## src/rtl/pe_array_pkg.sv

```systemverilog
// Shared definitions for the PE array output drain: collector state encoding, default result
// width and the chain index mapping used when serialising each row.
package pe_array_pkg;

    localparam int unsigned OutputWidthDef = 24;

    // Position of a row's chain inside its pair of output words.
    localparam int unsigned ChainEven = 0;
    localparam int unsigned ChainOdd  = 1;

    typedef logic [2:0] coll_state_t;

    localparam coll_state_t StIdle    = 3'd0;
    localparam coll_state_t StRead    = 3'd1;
    localparam coll_state_t StCapture = 3'd2;
    localparam coll_state_t StSend    = 3'd3;
    localparam coll_state_t StDone    = 3'd4;

endpackage

```

## src/rtl/out_collector_serializer.sv

```systemverilog
// Capture buffer plus word-by-word valid/ready serialiser for one drain beat.
// Optional feature: OUT_COLLECTOR_RELU_EN clamps negative captured words to zero.
module out_collector_serializer
    import pe_array_pkg::*;
#(
    parameter int unsigned NumPeRow    = 1,
    parameter int unsigned OutputWidth = OutputWidthDef
) (
    input  logic                                clk_i,
    input  logic                                rst_ni,
    input  logic                                clear_i,
    input  logic                                capture_i,
    input  logic                                send_i,
    input  logic                                last_beat_i,
    input  logic [NumPeRow-1:0][OutputWidth-1:0] even_i,
    input  logic [NumPeRow-1:0][OutputWidth-1:0] odd_i,
    input  logic                                ob_ready_i,
    output logic                                ob_valid_o,
    output logic [OutputWidth-1:0]              ob_data_o,
    output logic                                ob_last_o,
    output logic                                xfer_o,
    output logic                                beat_end_o
);

    localparam int unsigned NumWords = 2 * NumPeRow;
    localparam int unsigned IdxW     = $clog2(NumWords);
    localparam logic [IdxW-1:0] LastIdx = IdxW'(NumWords - 1);

    logic [NumWords-1:0][OutputWidth-1:0] buf_q, buf_d;
    logic [NumWords-1:0][OutputWidth-1:0] cap_words;
    logic [IdxW-1:0]                      idx_q, idx_d;
    logic                                 at_last_word;

    function automatic logic [OutputWidth-1:0] cond_word(input logic [OutputWidth-1:0] w);
`ifdef OUT_COLLECTOR_RELU_EN
        return w[OutputWidth-1] ? '0 : w;
`else
        return w;
`endif
    endfunction

    for (genvar r = 0; r < NumPeRow; r++) begin : g_cap
        assign cap_words[2*r+ChainEven] = cond_word(even_i[r]);
        assign cap_words[2*r+ChainOdd]  = cond_word(odd_i[r]);
    end

    assign at_last_word = (idx_q == LastIdx);
    assign ob_valid_o   = send_i;
    assign xfer_o       = send_i & ob_ready_i;
    assign beat_end_o   = xfer_o & at_last_word;
    assign ob_data_o    = buf_q[idx_q];
    assign ob_last_o    = send_i & last_beat_i & at_last_word;

    always_comb begin
        buf_d = buf_q;
        idx_d = idx_q;
        if (capture_i) begin
            buf_d = cap_words;
        end
        if (clear_i) begin
            idx_d = '0;
        end else if (xfer_o) begin
            idx_d = at_last_word ? '0 : idx_q + 1'b1;
        end
    end

    always_ff @(posedge clk_i or negedge rst_ni) begin
        if (!rst_ni) begin
            buf_q <= '0;
            idx_q <= '0;
        end else begin
            buf_q <= buf_d;
            idx_q <= idx_d;
        end
    end

endmodule

```

## src/rtl/pe_array_out_collector.sv

```systemverilog
// Drains the rightmost even/odd PE chains of every row into the output buffer, a programmable
// number of beats per job. Optional feature: OUT_COLLECTOR_RELU_EN (negative words become 0).
module pe_array_out_collector
    import pe_array_pkg::*;
#(
    parameter int unsigned num_pe_row     = 1,
    parameter int unsigned output_width   = OutputWidthDef,
    parameter int unsigned addr_width     = 10,
    parameter int unsigned beat_cnt_width = 16
) (
    input  logic                                  clk,
    input  logic                                  rst_n,
    input  logic                                  start,
    input  logic [beat_cnt_width-1:0]             n_beats,
    input  logic [addr_width-1:0]                 base_addr,
    input  logic [num_pe_row-1:0][output_width-1:0] even_col_in,
    input  logic [num_pe_row-1:0][output_width-1:0] odd_col_in,
    input  logic [2*num_pe_row-1:0]               chain_empty,
    output logic [2*num_pe_row-1:0]               drain_read,
    output logic                                  ob_valid,
    input  logic                                  ob_ready,
    output logic [output_width-1:0]               ob_data,
    output logic [addr_width-1:0]                 ob_addr,
    output logic                                  ob_last,
    output logic                                  busy,
    output logic                                  done
);

    coll_state_t               state_q, state_d;
    logic [beat_cnt_width-1:0] n_beats_q, n_beats_d;
    logic [beat_cnt_width-1:0] beat_cnt_q, beat_cnt_d;
    logic [beat_cnt_width-1:0] beat_cnt_inc;
    logic [addr_width-1:0]     addr_q, addr_d;

    logic chains_ready;
    logic rd_fire;
    logic clear_idx;
    logic capture;
    logic send;
    logic last_beat;
    logic xfer;
    logic beat_end;

    assign chains_ready = ~|chain_empty;
    assign rd_fire      = (state_q == StRead) && chains_ready;
    assign send         = (state_q == StSend);
    assign beat_cnt_inc = beat_cnt_q + 1'b1;
    assign last_beat    = (beat_cnt_inc == n_beats_q);

    // Every chain is popped together so rows stay aligned beat for beat.
    assign drain_read = {(2*num_pe_row){rd_fire}};
    assign busy       = (state_q == StRead) || (state_q == StCapture) || send;
    assign done       = (state_q == StDone);
    assign ob_addr    = addr_q;

    always_comb begin
        state_d    = state_q;
        n_beats_d  = n_beats_q;
        beat_cnt_d = beat_cnt_q;
        addr_d     = addr_q;
        clear_idx  = 1'b0;
        capture    = 1'b0;
        case (state_q)
            StIdle: begin
                if (start) begin
                    n_beats_d  = n_beats;
                    beat_cnt_d = '0;
                    addr_d     = base_addr;
                    clear_idx  = 1'b1;
                    state_d    = (n_beats == '0) ? StDone : StRead;
                end
            end
            StRead: begin
                if (chains_ready) begin
                    state_d = StCapture;
                end
            end
            StCapture: begin
                capture = 1'b1;
                state_d = StSend;
            end
            StSend: begin
                if (xfer) begin
                    addr_d = addr_q + 1'b1;
                end
                if (beat_end) begin
                    beat_cnt_d = beat_cnt_inc;
                    state_d    = last_beat ? StDone : StRead;
                end
            end
            StDone: begin
                state_d = StIdle;
            end
            default: begin
                state_d = StIdle;
            end
        endcase
    end

    always_ff @(posedge clk or negedge rst_n) begin
        if (!rst_n) begin
            state_q    <= StIdle;
            n_beats_q  <= '0;
            beat_cnt_q <= '0;
            addr_q     <= '0;
        end else begin
            state_q    <= state_d;
            n_beats_q  <= n_beats_d;
            beat_cnt_q <= beat_cnt_d;
            addr_q     <= addr_d;
        end
    end

    out_collector_serializer #(
        .NumPeRow    (num_pe_row),
        .OutputWidth (output_width)
    ) u_serializer (
        .clk_i       (clk),
        .rst_ni      (rst_n),
        .clear_i     (clear_idx),
        .capture_i   (capture),
        .send_i      (send),
        .last_beat_i (last_beat),
        .even_i      (even_col_in),
        .odd_i       (odd_col_in),
        .ob_ready_i  (ob_ready),
        .ob_valid_o  (ob_valid),
        .ob_data_o   (ob_data),
        .ob_last_o   (ob_last),
        .xfer_o      (xfer),
        .beat_end_o  (beat_end)
    );

endmodule

```

## config.mk

```make
export PLATFORM = sky130hd
export DESIGN_NAME = pe_array_out_collector
export DESIGN_NICKNAME = d
export VERILOG_FILES = /design/src/rtl/pe_array_pkg.sv /design/src/rtl/out_collector_serializer.sv /design/src/rtl/pe_array_out_collector.sv
export SDC_FILE = /design/constraint.sdc
export NUM_CORES = 1
export LEC_CHECK = 0
export ABC_CLOCK_PERIOD_IN_PS = 3900
export BUFFER_PORTS_ARGS = -buffer_cell sky130_fd_sc_hd__buf_2
export CAP_MARGIN = 40
export CORE_MARGIN = 2
export CORE_UTILIZATION = 25
export DETAILED_ROUTE_END_ITERATION = 8
export HOLD_SLACK_MARGIN = 0.15
export SLEW_MARGIN = 20
export SYNTH_ARGS = -nofsm -noshare
export SYNTH_HDL_FRONTEND = slang
export SYNTH_SLANG_ARGS = --single-unit
```

## constraint.sdc

```tcl
create_clock -name clk -period 3.9 [get_ports clk]
set_input_delay 0.39 -clock clk [delete_from_list [all_inputs] [get_ports clk]]
set_output_delay 0.39 -clock clk [all_outputs]
set_load 0.02 [all_outputs]
```

# Word level (Yosys, flattened, before mapping)
# Cells that the tools add are included.
# op_classes
n_mux,20
n_bitwise,4
n_lt_le_gt_ge,1
n_addsub,3
eq_ne,9
reduce_logical,13
# ops
op,count
24-bit 2-to-1 mux,2
16-bit 2-to-1 mux,2
16-bit one-hot mux with 2 select lines,1
10-bit 2-to-1 mux,2
10-bit one-hot mux with 2 select lines,1
"16-bit by 1-bit adder with 16-bit output, second input constant",1
16-bit == test,1
16-bit logical NOT,1
3-bit 2-to-1 mux,5
3-bit one-hot mux with 4 select lines,1
"10-bit by 1-bit adder with 10-bit output, second input constant",1
3-bit AND reduction,3
"3-bit by 2-bit == test with 1-bit output, second input constant",2
1-bit 2-to-1 mux,6
1-bit bitwise AND,4
"2-bit by 1-bit inequality test with 1-bit output, second input constant",2
"2-bit inequality test, second input constant",2
2-bit nonzero test,2
"3-bit by 1-bit == test with 1-bit output, second input constant",1
"3-bit == test, second input constant",1
3-bit logical NOT,1
1-bit logical OR,2
"1-bit by 2-bit < comparator with 1-bit output, second input constant",1
2-bit AND reduction,1
other kinds (4),4
# word_totals
register_bits,94
out_inout_bits,40

# Logic depth before layout (Yosys ltp)
# logic_depth
depth_word,5
ltp_mapped,8

# By module
# A second synthesis with hierarchy kept.
# hier_totals
cells_unflattened,451
area_unflattened_um2,5071.1
# modules_own_cells
module,n_inst,cells_per_inst,seq_area_each_um2,area_each_um2
pe_array_out_collector,1,315,1126.1,2834.0
out_collector_serializer,1,136,1226.2,2237.1

# Worst setup path after synthesis
# Ideal clock, no wire load.
# synth_path
path_type,register -> output
start,register beat_cnt_q[1]
end,output port ob_last
setup_slack_ps,1245
path_stages_with_launch,9
path_buffers,1
arrival_time_ps,2265
cell_sequence,dfrtp_1 ha_1 buf_2 nand3_1 nor4_1 xnor2_1 a211o_1 a2111oi_2 and3_1
# synth_between
elab_chain_len,4
# synth_rtl
item,line,text
from (decl),pe_array_out_collector.sv:31,"logic [beat_cnt_width-1:0] beat_cnt_q, beat_cnt_d;"
from (signal assigned),pe_array_out_collector.sv:109,beat_cnt_q <= beat_cnt_d;
16-bit by 1-bit adder with 16-bit output,pe_array_out_collector.sv:47,assign beat_cnt_inc = beat_cnt_q + 1'b1;
16-bit == test,pe_array_out_collector.sv:48,assign last_beat = (beat_cnt_inc == n_beats_q);
1-bit bitwise AND (2 in a row),out_collector_serializer.sv:52,assign ob_last_o = send_i & last_beat_i & at_last_word;
to (decl),pe_array_out_collector.sv:24,"output logic ob_last,"
# No other way between the ends.

# Worst setup path in the final report
# layout_path
start,register beat_cnt_q[3]
end,output port ob_last
# Same word-level chain as after synthesis.

==> flow_metrics.py <==
metrics = {
    "outcome": {
        "outcome": "complete, no violations",
    },
    "global_route": {
        "grt_pass1_wl_mm": 21.4,
        "grt_max_degree": 49,
        "antenna_found_initial": 1,
        "grt_usage_pct": 12.9,
        "grt_pass1_vias": 4081,
        "gr-total-overflow": 0,
    },
    "synthesis": {
        "yosysMostFrequentCell": "dfrtp_1",
        "synth.top_cell.area_share_pct": 47.6,
        "netlist_top_cells_area": "dfrtp_1 (48%), mux2_2 (16%), nand2_1 (6.5%)",
        "synthFlopType": "dfrtp_1",
        "synth_cell_type_count": 55,
        "syn-num-nets": 563,
        "ys_warn_count": 0,
        "netlist_instances": 481,
        "avgSynthCellArea_um2": 10.3,
        "synth-seq-area-share_pct": 47.6,
        "netlist_area_um2": 4940,
        "yosys.area.top_type": "dfrtp_1",
        "ys_seq_elements": 94,
        "synth-edff-count": 0,
        "synth.cells.most_frequent": "dfrtp_1 (94), nand2_1 (85), mux2_2 (72)",
        "synthArstFlopShare_pct": 100,
    },
    "sta": {
        "finalCritPeriodShare_pct": 91.6,
        "hold_violations": 0,
        "drv_slew": 0,
        "worstMarginPinSlew_ns": 0.723,
        "setup_slack_ns": 0.327,
        "relSlewSlack_pct": 51.7,
        "finalSetupViolCount": 0,
        "fin_crit_ns": 3.57,
        "tns_ns": 0,
        "fmax_mhz": 280,
        "rsz0062_at_grt": "false",
        "fin_skew_ns": 0.00545,
    },
    "worst_hold_path": {
        "worstHoldPathType": "in2reg",
        "hp-start": "n_beats[3]",
        "holdPathEnd": "n_beats_q[3]",
        "hold_path_depth": 3,
    },
    "route": {
        "wl_met2_mm": 6.05,
        "wl_met3_mm": 1.09,
        "wirelength_mm": 12.8,
        "vias": 4013,
        "wl_met1_mm": 5.44,
        "highest_layer": "met5",
        "drtIter0Drc": 150,
        "wire_per_inst_um": 15.0,
        "vias_per_cell": 4.69,
        "drc": 0,
        "drt_pass1_iterations": 4,
        "antenna_left": 0,
    },
    "clock_tree": {
        "cts.sinks": 94,
        "h-tree-depth": 3,
        "clkTransAtPathRegs_ns": 0.07,
        "clkLatencyLatePin_ns": 0.34,
        "cts_tree": "yes",
        "clock_path_buffers": 2,
        "post_cts_buffers": 0,
        "cts-root-buf": "clkbuf_16",
        "cts_made_buffers": 9,
    },
    "place": {
        "dp_hpwl_mm": 9.38,
        "place.gp.congestion": 0.873,
        "post-place-ws_ns": 0.705,
        "io_buffers": 119,
    },
    "run": {
        "drv_cap": 0,
    },
    "pwr": {
        "ir_worst_vdd_uv": 506,
        "power_leakage_uw": 0.00276,
        "p_per_area_nw_per_um2": 778,
    },
    "floorplan": {
        "die_h_um": 145,
        "core_area_um2": 19400,
        "placement_rows": 51,
        "io_pins": 120,
        "die_w_um": 145,
        "initial_core_util_pct": 25.5,
        "dieArea_um2": 20900,
    },
    "worst_setup_path": {
        "rr_startpoint": "beat_cnt_q[3]",
        "r2r_slack_ns": 1.16,
        "crit_arrival_ns": 3.18,
        "r2r-end": "state_q[2]",
        "start_kind": "register",
        "critical_path_class": "reg2out",
        "worst_ep_required_time_ns": 3.51,
        "rr_worst_depth": 6,
        "worstPathMaxFanout": 15,
        "endpoint_kind": "primary output",
    },
    "layout": {
        "multi_input_area_um2": 2430,
        "fill_cells": 2029,
        "drive_above_1_share_pct": 37.6,
        "area.sequential_um2": 2350,
        "num_antenna_cells": 0,
        "fin_nets": 667,
        "area_growth_pct": 24.8,
    },
}
repair_timing:
item | CTS | global route
gates resized for setup | 0 | 1
endpoints found under the hold margin | 33 | 0
hold buffers | 1 | 0
endpoints found under the setup margin | 0 | 1
state kept, by name, indices dropped and copies added, names as in the netlist:
name / count
beat_cnt_q: 16
state_q: 3
u_serializer.at_last_word: 1
u_serializer.buf_q: 48
ob_addr: 10
n_beats_q: 16
power breakdown:
| part | switching [uW] | total [uW] | internal, uW |
|---|---|---|---|
| Combinational | 1070 | 2030 | 960 |
| Sequential | 344 | 1740 | 1390 |
| Clock | 394 | 1030 | 632 |
metrics by stage:
stage	total power [uW]	hold slack, ns	util, %	cell area (um2)	instances
floorplan	3170	0.0944	-	4940	481
global placement	3760	0.485	29.7	5760	835
detailed placement	3800	0.367	29.9	5790	837
CTS	4840	0.252	31.7	6150	854
global route	5120	0.265	31.8	6160	855
finish	4790	0.259	31.8	6160	855
area by class of cell:
type,count,share of cell area (%)
Clock inverter,6,1.87
Timing Repair Buffer,129,11.3
Inverter,2,0.122
Clock buffer,10,3.71
Tap cell,265,5.38
Multi-Input combinational cell,349,39.5
Sequential cell,94,38.2
critical path, stage by stage (launching register included):
cell       delay (ns)
dfrtp_1          0.61
nand4_2          0.33
or4_1            0.64
a32oi_1          0.18
nand4_1          0.13
a2111oi_2        0.53
and3_1           0.23
buf_2            0.17
layout by cell type (no fill, tap or decap), types with 7 or more instances in the layout:
cell type  Yosys  routed
nand4_1        9       9
o21ai_0       12      12
xor2_1         8       8
a32oi_1        8       8
nand3_1       16      16
mux2_2        72      72
buf_4          3       7
buf_2          5     118
o21ai_1       15      15
clkbuf_16      0       9
xnor2_1        9       9
nor2_1        19      18
dfrtp_1       94      94
nand2_1       85      85
and3_1        10      10
a21oi_1       10      10
o31ai_1        7       7
cell families (layout without fill, tap and decap cells):
kind of cell | count (synthesis) | count (layout) | share of synthesized area, %
AO/OA/AOI/OAI | 80 | 80 | 10.9
XOR/XNOR | 18 | 18 | 3.50
adder cells (fa/ha/maj) | 2 | 2 | 0.507
buffers and inverters | 38 | 147 | 3.55
flip-flops | 94 | 94 | 47.6
multiplexers | 74 | 74 | 16.8
AND/OR/NAND/NOR | 175 | 175 | 17.1
worst max-delay path by stage:
stage	start	endpoint
6_report	beat_cnt_q[3]	ob_last
2_1_floorplan	beat_cnt_q[1]	ob_last
4_1_cts	beat_cnt_q[0]	ob_last
5_1_grt	beat_cnt_q[3]	ob_last
3_3_place_gp	beat_cnt_q[3]	ob_last
3_5_place_dp	beat_cnt_q[0]	ob_last
per-layer routing:
metal,track usage (%),up-vias
met1,16.2,1928
met3,4.47,19
met5,0,-
met4,4.09,2
li1,-,1939
met2,21.1,125
No activity file was read; power rests on OpenSTA's default activity.
